--- src/rtl/morse_encoder.sv ---
// morse_encoder: turns one accepted character code into a keyed Morse waveform
// with per-element dot/dash strobes and ITU unit timing.
module morse_encoder #(
    parameter int UNIT_CYCLES = 1000
) (
    input  logic       clk_i,
    input  logic       rst_i,
    input  logic [5:0] char_code_i,
    input  logic       char_valid_i,
    output logic       ready_o,
    output logic       key_o,
    output logic       dot_o,
    output logic       dash_o,
    output logic       busy_o,
    output logic       err_o
);
    localparam int CW = $clog2(4 * UNIT_CYCLES + 1);
    localparam logic [CW-1:0] T1 = CW'(UNIT_CYCLES - 1);
    localparam logic [CW-1:0] T3 = CW'(3 * UNIT_CYCLES - 1);
    localparam logic [CW-1:0] T4 = CW'(4 * UNIT_CYCLES - 1);

    typedef enum logic [2:0] {IDLE, KEY_ON, GAP_SYM, GAP_CHAR, GAP_WORD} state_t;

    state_t          state_q, state_d;
    logic [CW-1:0]   cnt_q, cnt_d;
    logic [2:0]      idx_q, idx_d, len_q, len_d;
    logic [4:0]      pat_q, pat_d;
    logic            dot_q, dot_d, dash_q, dash_d, err_q, err_d, key_q, ready_q;
    logic [7:0]      lut;
    logic            done, last, elem;

    // {length, pattern left-aligned, 1 = dash}
    always_comb begin
        lut = '0;
        case (char_code_i)
            6'd0:  lut = {3'd2, 5'b01000};
            6'd1:  lut = {3'd4, 5'b10000};
            6'd2:  lut = {3'd4, 5'b10100};
            6'd3:  lut = {3'd3, 5'b10000};
            6'd4:  lut = {3'd1, 5'b00000};
            6'd5:  lut = {3'd4, 5'b00100};
            6'd6:  lut = {3'd3, 5'b11000};
            6'd7:  lut = {3'd4, 5'b00000};
            6'd8:  lut = {3'd2, 5'b00000};
            6'd9:  lut = {3'd4, 5'b01110};
            6'd10: lut = {3'd3, 5'b10100};
            6'd11: lut = {3'd4, 5'b01000};
            6'd12: lut = {3'd2, 5'b11000};
            6'd13: lut = {3'd2, 5'b10000};
            6'd14: lut = {3'd3, 5'b11100};
            6'd15: lut = {3'd4, 5'b01100};
            6'd16: lut = {3'd4, 5'b11010};
            6'd17: lut = {3'd3, 5'b01000};
            6'd18: lut = {3'd3, 5'b00000};
            6'd19: lut = {3'd1, 5'b10000};
            6'd20: lut = {3'd3, 5'b00100};
            6'd21: lut = {3'd4, 5'b00010};
            6'd22: lut = {3'd3, 5'b01100};
            6'd23: lut = {3'd4, 5'b10010};
            6'd24: lut = {3'd4, 5'b10110};
            6'd25: lut = {3'd4, 5'b11000};
            6'd26: lut = {3'd5, 5'b11111};
            6'd27: lut = {3'd5, 5'b01111};
            6'd28: lut = {3'd5, 5'b00111};
            6'd29: lut = {3'd5, 5'b00011};
            6'd30: lut = {3'd5, 5'b00001};
            6'd31: lut = {3'd5, 5'b00000};
            6'd32: lut = {3'd5, 5'b10000};
            6'd33: lut = {3'd5, 5'b11000};
            6'd34: lut = {3'd5, 5'b11100};
            6'd35: lut = {3'd5, 5'b11110};
            default: lut = '0;
        endcase
    end

    assign done = cnt_q == '0;
    assign last = (idx_q + 3'd1) == len_q;
    assign elem = pat_q[3'd4 - idx_q];

    always_comb begin
        state_d = state_q;
        cnt_d   = done ? cnt_q : cnt_q - CW'(1);
        idx_d   = idx_q;
        len_d   = len_q;
        pat_d   = pat_q;
        dot_d   = 1'b0;
        dash_d  = 1'b0;
        err_d   = 1'b0;
        case (state_q)
            IDLE: if (char_valid_i) begin
                if (char_code_i < 6'd36) begin
                    state_d = KEY_ON;
                    cnt_d   = lut[4] ? T3 : T1;
                    len_d   = lut[7:5];
                    pat_d   = lut[4:0];
                    idx_d   = '0;
                    dot_d   = ~lut[4];
                    dash_d  = lut[4];
                end else if (char_code_i == 6'd36) begin
                    state_d = GAP_WORD;
                    cnt_d   = T4;
                end else begin
                    err_d   = 1'b1;
                end
            end
            KEY_ON: if (done) begin
                state_d = last ? GAP_CHAR : GAP_SYM;
                cnt_d   = last ? T3 : T1;
                idx_d   = last ? idx_q : idx_q + 3'd1;
            end
            GAP_SYM: if (done) begin
                state_d = KEY_ON;
                cnt_d   = elem ? T3 : T1;
                dot_d   = ~elem;
                dash_d  = elem;
            end
            GAP_CHAR, GAP_WORD: if (done) state_d = IDLE;
            default: state_d = IDLE;
        endcase
    end

    always_ff @(posedge clk_i) begin
        if (rst_i) begin
            state_q <= IDLE;
            cnt_q   <= '0;
            idx_q   <= '0;
            len_q   <= '0;
            pat_q   <= '0;
            key_q   <= 1'b0;
            dot_q   <= 1'b0;
            dash_q  <= 1'b0;
            err_q   <= 1'b0;
            ready_q <= 1'b1;
        end else begin
            state_q <= state_d;
            cnt_q   <= cnt_d;
            idx_q   <= idx_d;
            len_q   <= len_d;
            pat_q   <= pat_d;
            key_q   <= state_d == KEY_ON;
            dot_q   <= dot_d;
            dash_q  <= dash_d;
            err_q   <= err_d;
            ready_q <= state_d == IDLE;
        end
    end

    assign ready_o = ready_q;
    assign busy_o  = ~ready_q;
    assign key_o   = key_q;
    assign dot_o   = dot_q;
    assign dash_o  = dash_q;
    assign err_o   = err_q;
endmodule

--- config.mk ---
export PLATFORM = sky130hd
export DESIGN_NAME = morse_encoder
export DESIGN_NICKNAME = d
export VERILOG_FILES = /design/src/rtl/morse_encoder.sv
export SDC_FILE = /design/constraint.sdc
export NUM_CORES = 1
export LEC_CHECK = 0
export ABC_CLOCK_PERIOD_IN_PS = 3350
export BUFFER_PORTS_ARGS = -buffer_cell sky130_fd_sc_hd__buf_2
export CORE_AREA = 8 8 72 74
export DETAILED_ROUTE_END_ITERATION = 7
export DIE_AREA = 0 0 80 82
export PLACE_DENSITY = 0.72
export SLEW_MARGIN = 20
export SYNTH_ARGS = -nofsm -noshare
export SYNTH_HDL_FRONTEND = slang
export SYNTH_SLANG_ARGS = --single-unit
--- constraint.sdc ---
create_clock -name clk_i -period 3.35 [get_ports clk_i]
set_input_delay 1.005 -clock clk_i [delete_from_list [all_inputs] [get_ports clk_i]]
set_output_delay 1.005 -clock clk_i [all_outputs]
set_load 0.005 [all_outputs]
==> results of run 1 <==
-- synthesized netlist by cell type, types with 4 or more instances --
cell type  instances
a21oi_1           17
nor2_1            17
nor4_1             4
o211ai_1           5
nor2b_1            6
dfxtp_1           31
inv_1             12
nor4b_1            5
a211oi_1           5
nor3_1             9
clkbuf_1          14
ha_1               9
o21ai_0           14
or3_1              5
nor3b_1            5
nand2_1           25
o31ai_1            9
nand2b_1           8
-- cells in the final DEF, fill, tap and decap left out, drive strengths merged, types with 5 or more instances in the layout --
| cell | Yosys | routed |
|---|---|---|
| or3 | 5 | 5 |
| nor2 | 17 | 17 |
| buf | 2 | 16 |
| nand2b | 8 | 8 |
| o21ai | 15 | 15 |
| ha | 9 | 9 |
| o31ai | 9 | 9 |
| nand2 | 25 | 25 |
| a211oi | 6 | 6 |
| nor3b | 5 | 5 |
| inv | 13 | 13 |
| clkbuf | 14 | 6 |
| dfxtp | 31 | 31 |
| o211ai | 5 | 5 |
| a21oi | 17 | 17 |
| nor3 | 9 | 9 |
| nor4b | 5 | 5 |
| a311oi | 5 | 5 |
| nor4 | 5 | 5 |
| nor2b | 6 | 6 |
-- worst min-delay path, stage by stage, from the launching register on --
cell and delay, ns:
dfxtp_1 0.32, nand2_1 0.07, a31oi_1 0.06
-- routing by layer --
metal / share of wire / up-vias / GRT usage / wire (um)
li1: - / 1001 / - / -
met1: 0.46 / 948 / 0.2146 / 2374
met2: 0.49 / 44 / 0.2902 / 2570
met3: 0.038 / 4 / 0.03063 / 199
met4: 0.010 / 0 / 0.05455 / 53
met5: 0 / - / 0 / 0
-- state kept, by name, summed over array words and instances (netlist names) --
signal,count
idx_q,3
ready_o,1
cnt_q,12
dash_o,1
err_o,1
state_q,3
pat_q,5
len_q,3
key_o,1
dot_o,1
-- metrics by stage --
step	cells	utilization	area (um^2)	setup WS, ns
6_report	326	0.5592	2317	0.8388
5_1_grt	326	0.5592	2317	0.6506
4_1_cts	326	0.5592	2317	0.8262
3_5_place_dp	318	0.5386	2232	0.6012
3_3_place_gp	318	0.5386	2232	0.5838
2_1_floorplan	266	-	2142	0.6939
-- area by class of cell --
type                       instances  area (um^2)  share of cell area
multi-input combinational        206         1413              0.6096
inverter                          13        48.80             0.02106
clock inverter                     2        12.51            0.005400
timing repair buffer              16        85.08             0.03672
tap                               52        65.06             0.02808
sequential                        31        620.6              0.2678
clock buffer                       6        72.57             0.03132
-- final timing paths --
check        endpoint  slack [ns]
max reg2reg     key_o        0.84
max             key_o        0.84
min          pat_q[2]        0.50
min reg2reg  pat_q[2]        0.50
-- cell families (layout without fill, tap and decap cells) --
logic type / count (synthesis) / count (layout) / share of synthesized area
and+or+nand+nor: 106 / 106 / 0.2792
AOI/OAI and AO/OA: 78 / 78 / 0.2564
buffers and inverters: 29 / 37 / 0.05082
adders and majority gates: 9 / 9 / 0.05257
muxes: 7 / 7 / 0.04030
DFF: 31 / 31 / 0.2897
xor gates and xnor gates: 6 / 6 / 0.03096
-- power groups by stage --
stage | clock, mW | combinational (mW) | sequential, mW
floorplan | 0 | 0.351 | 0.478
global placement | 0 | 0.428 | 0.498
detailed placement | 0 | 0.436 | 0.499
CTS | 0.297 | 0.439 | 0.491
global route | 0.310 | 0.488 | 0.502
finish | 0.288 | 0.437 | 0.492
==> metrics, run 1 <==
status complete, no violations; largest cells by area after synthesis dfxtp_1, ha_1, nand2_1; P_sw between 0.4 and 0.5 mW; CP Depth 9; ys async rst share 0; worst min path class flop to flop; full die area between 6000 and 7000 um^2; Leakage Power between 0.8 and 0.9 nW; peak supply drop between 0.2 and 0.25 mV; Worst-Margin Slew around 0.60 ns; Rel. slew slack 0.6007; post-CTS setup buffers 0; fill count just over 400; Initial Utilization 0.5169; CTS sink cnt 31; antenna violations before repair 0; final number of max-transition violations 0; die width 80 um; synth unique cells 58; CP top delay family compound AO/OA/AOI/OAI gates; Detailed Route Iter0 Violations 83; RSZ-0062 raised after global routing no; Area Overhead vs Synth 8.177%; CP bufs+invs 3; vias in the first global route 1,879; FP Rows 24; Final nets 291; depth of the most critical reg-to-reg path 9; Post-synth EDFFs 0; Routed WL between 5000 and 6000 um; largest net degree at the start of global routing 32; DRC viols 0; Combinational Power Share 0.359; sw frac 0.3706; Clk pwr share 0.237; GR Util All Layers 0.1713; Synth Cell Area around 2100 um^2; CP Launch Type flop; Hold Path Stages 2; Syn Nets around 280; Clock Tree Root clkbuf_8; CP startpoint cnt_q[0]; clk_lat worst skew ~0.29 ns; sequential group share of total power 0.404; commonest register cell after synthesis dfxtp_1; final hold vios 0; yosys warns 0; crit path DAT between 2 and 3 ns; MaxCap Viol Count 0; Remaining Overflow, GRT 0; internal power consumption ~0.77 mW; Crit Path Class flop to flop; share of cells above drive strength 1 0.1423; final setup vio count 0; ANT nets after route 0; ant diodes 0; vias around 2,000; Worst-path clk slew 0.07 ns; vias per inst about 6; mean area per synthesized cell 8.053 um^2; cts repair resizes 0; Final TNS setup 0 ns; CTS Buffer Depth 2; hpwl dp ~3900 um; final critical-path share of the clock period 0.7496; CTS tree built; Placer Congestion just over 0.8; Yosys reg bits 31; cts bufs inserted 5; IO Count 15; Final min period between 2 and 3 ns; WL/cell between 15 and 20 um; Synth top area share 0.2897; hold path start pat_q[2]; Hold-fix buffers, CTS 0; sequential area share after synthesis 0.2897; global-route wire length before repair around 9000 um; clk_skew 0.009656 ns; core region area between 4000 and 5000 um^2; max incr delay on CP between 0.5 and 0.6 ns; die height 82 um; Power per Cell Area between 500 and 600 nW/um^2; H-tree lvl count 2; Power, Total 1.218 mW; hold slack final between 0.4 and 0.5 ns; Syn Inst Count 266; r2r startpoint cnt_q[0]; Setup crit end kind flop; fmax between 300 and 400 MHz; cells along the critical path inv_1 -> ha_1 -> or4b_1 -> nor4_4 -> buf_4 -> inv_2 -> o21a_1 -> a311oi_2 -> o2111a_1; CP Max Fanout 17; Initial DRT Pass Iterations 4; Crit-path slowest cell or4b_1; critical path required time approximately 3.6 ns; cell taking the most area after synthesis dfxtp_1; port bufs 14
Power figures use the tool's default switching activity.
==> run 2, diff against run 1 <==
--- a/config.mk
+++ b/config.mk
@@ -5,7 +5,7 @@
 export SDC_FILE = /design/constraint.sdc
 export NUM_CORES = 1
 export LEC_CHECK = 0
-export ABC_CLOCK_PERIOD_IN_PS = 3350
+export ABC_CLOCK_PERIOD_IN_PS = 2400
 export BUFFER_PORTS_ARGS = -buffer_cell sky130_fd_sc_hd__buf_2
 export CORE_AREA = 8 8 72 74
 export DETAILED_ROUTE_END_ITERATION = 7
==> constraint.sdc (replaced) <==
create_clock -name clk_i -period 2.4 [get_ports clk_i]
set_input_delay 0.72 -clock clk_i [delete_from_list [all_inputs] [get_ports clk_i]]
set_output_delay 0.72 -clock clk_i [all_outputs]
set_load 0.005 [all_outputs]
==> run 2 against run 1 <==
Wire length is 0.21% lower; cell count is 5.5% higher; maximum frequency is 12% higher; sequential share of layout area is 1.7 points lower; power is 48% higher; combinational power is 54% higher; via count is 2.9% higher; largest cell class unchanged.
==> metrics, run 2 (synthesized netlist as in run 1, its figures left out) <==
Initial DRT Pass Iterations 4 (unchanged); H-tree lvl count 2 (unchanged); leading cell type in the layout, fill and taps excluded dfxtp_1 (unchanged); fill count 379 (was 411); Routed WL 5187 um (was 5198 um); Area Overhead vs Synth 15.36% (was 8.177%); antenna violations before repair 0 (unchanged); Final TNS setup 0 ns (unchanged); placed cell count 336 (was 318); vias 2,055 (was 1,997); clk_skew 0.009808 ns (was 0.009656 ns); worst min path class flop to flop (unchanged); IO Count 15 (unchanged); Clock Tree Root clkbuf_8 (unchanged); CTS Buffer Depth 2 (unchanged); ANT nets after route 0 (unchanged); Worst-path clk slew 0.07 ns (about the same); status complete, no violations (unchanged); final setup vio count 0 (unchanged); Worst-Margin Slew 0.5995 ns (was 0.5989 ns); PnR worst setup slack 0.1574 ns (was 0.8388 ns); peak supply drop 0.3355 mV (was 0.2202 mV); MaxCap Viol Count 0 (unchanged); Place WS 0.05322 ns (was 0.6012 ns); ant diodes 0 (unchanged); die width 80 um (unchanged); cts bufs inserted 5 (unchanged); Remaining Overflow, GRT 0 (unchanged); CP Launch Type flop (unchanged); global-route wire length before repair 8963 um (was 9039 um); Detailed Route Iter0 Violations 121 (was 83); FP Rows 24 (unchanged); vias per inst 5.974 (was 6.126); final cell count without fillers 344 (was 326); RSZ-0062 raised after global routing no (unchanged); die height 82 um (unchanged); Placer Congestion 0.9255 (was 0.8081); most frequent cells in the layout dfxtp_1, nand2_1, buf_4 (was dfxtp_1, nand2_1, nor2_1, a21oi_1); Finished Cell Area 2471 um^2 (was 2317 um^2); fmax 445.9 MHz (was 398.2 MHz); GR Util All Layers 0.1683 (was 0.1713); Biggest register cnt_q (unchanged); clk_lat worst skew 0.28 ns (was 0.29 ns); Final nets 309 (was 291); critical path required time 2.55 ns (was 3.59 ns); crit path DAT 2.39 ns (was 2.75 ns); Final min period 2.243 ns (was 2.511 ns); Layout Utilization 0.5963 (was 0.5592); WL/cell 15.08 um (was 15.94 um); hpwl dp 3947 um (was 3852 um); cts repair resizes 0 (unchanged); hold slack final 0.4769 ns (was 0.4992 ns); Hold Path Stages 2 (unchanged); core region area 4144 um^2 (unchanged); CP Max Fanout 10 (was 17); Power per Cell Area 731.5 nW/um^2 (was 525.5 nW/um^2); biggest regs cnt_q: 12 flops, pat_q: 5 flops (unchanged); largest net degree at the start of global routing 32 (unchanged); Power, Total 1.808 mW (was 1.218 mW); port bufs 14 (unchanged); Placed Area 2367 um^2 (was 2232 um^2); final hold vios 0 (unchanged); register area 620.6 um^2 (unchanged); CTS tree built (unchanged); share of cells above drive strength 1 0.1986 (was 0.1423); Critical R2R Capture cnt_q[0] (was key_o); vias in the first global route 1,939 (was 1,879); depth of the most critical reg-to-reg path 9 (unchanged); CTS sink cnt 31 (unchanged); final critical-path share of the clock period 0.9344 (was 0.7496); post-CTS setup buffers 0 (unchanged); DRC viols 0 (unchanged); footprint of the multi-input gates 1413 um^2 (unchanged); max reg flops 12 (unchanged); R2R setup slack 0.16 ns (was 0.84 ns); Crit Path Class flop to flop (unchanged); final number of max-transition violations 0 (unchanged); Setup crit end kind flop (unchanged); hold path start pat_q[2] (unchanged); r2r startpoint cnt_q[0] (unchanged); hold endpoint pat_q[2] (unchanged); CP startpoint cnt_q[0] (unchanged); Rel. slew slack 0.6004 (was 0.6007); Hold-fix buffers, CTS 0 (unchanged); full die area 6560 um^2 (unchanged); Leakage Power 0.9638 nW (was 0.8668 nW); Initial Utilization 0.5169 (unchanged)
run 2: cell types whose count changed in the layout (fill, tap and decap cells not counted), sizes merged:
cell,change
clkinv,-1
buf,+18
clkbuf,+1
run 2: worst max-delay path, stage by stage (launching register included):
cell	delay, ns
dfxtp_1	0.33
inv_1	0.06
ha_1	0.17
or4b_1	0.52
nor4_4	0.20
inv_2	0.14
buf_4	0.18
ha_1	0.26
o21ai_0	0.16
a21oi_1	0.08
run 2: final cells by class:
cell class	instances	area share
Clock inverter	1	0.003038
Multi-Input combinational cell	206	0.5716
Clock buffer	7	0.03899
Sequential cell	31	0.2511
Tap cell	52	0.02633
Timing Repair Buffer	34	0.08911
Inverter	13	0.01975
run 2: how the worst max path moves through the flow:
stage                           to  slack (ns)  depth (start not counted)
after floorplan              key_o        0.03                          5
after global placement      dash_o        0.12                          8
after detailed placement  cnt_q[4]        0.05                          8
after CTS                    key_o        0.16                          8
after global routing      cnt_q[4]        0.02                          7
final                     cnt_q[0]        0.16                          9
run 2: layer usage:
| layer | global-route usage | vias up | share of wire |
|---|---|---|---|
| li1 | - | 1036 | - |
| met5 | 0 | - | 0 |
| met1 | 0.2113 | 952 | 0.46 |
| met2 | 0.2862 | 63 | 0.49 |
| met3 | 0.01641 | 4 | 0.040 |
| met4 | 0.07273 | 0 | 0.012 |
run 2: report_power, final:
group | internal, mW | switching (mW) | total, mW
Clock | 0.261 | 0.193 | 0.454
Combinational | 0.318 | 0.354 | 0.672
Sequential | 0.597 | 0.0846 | 0.682
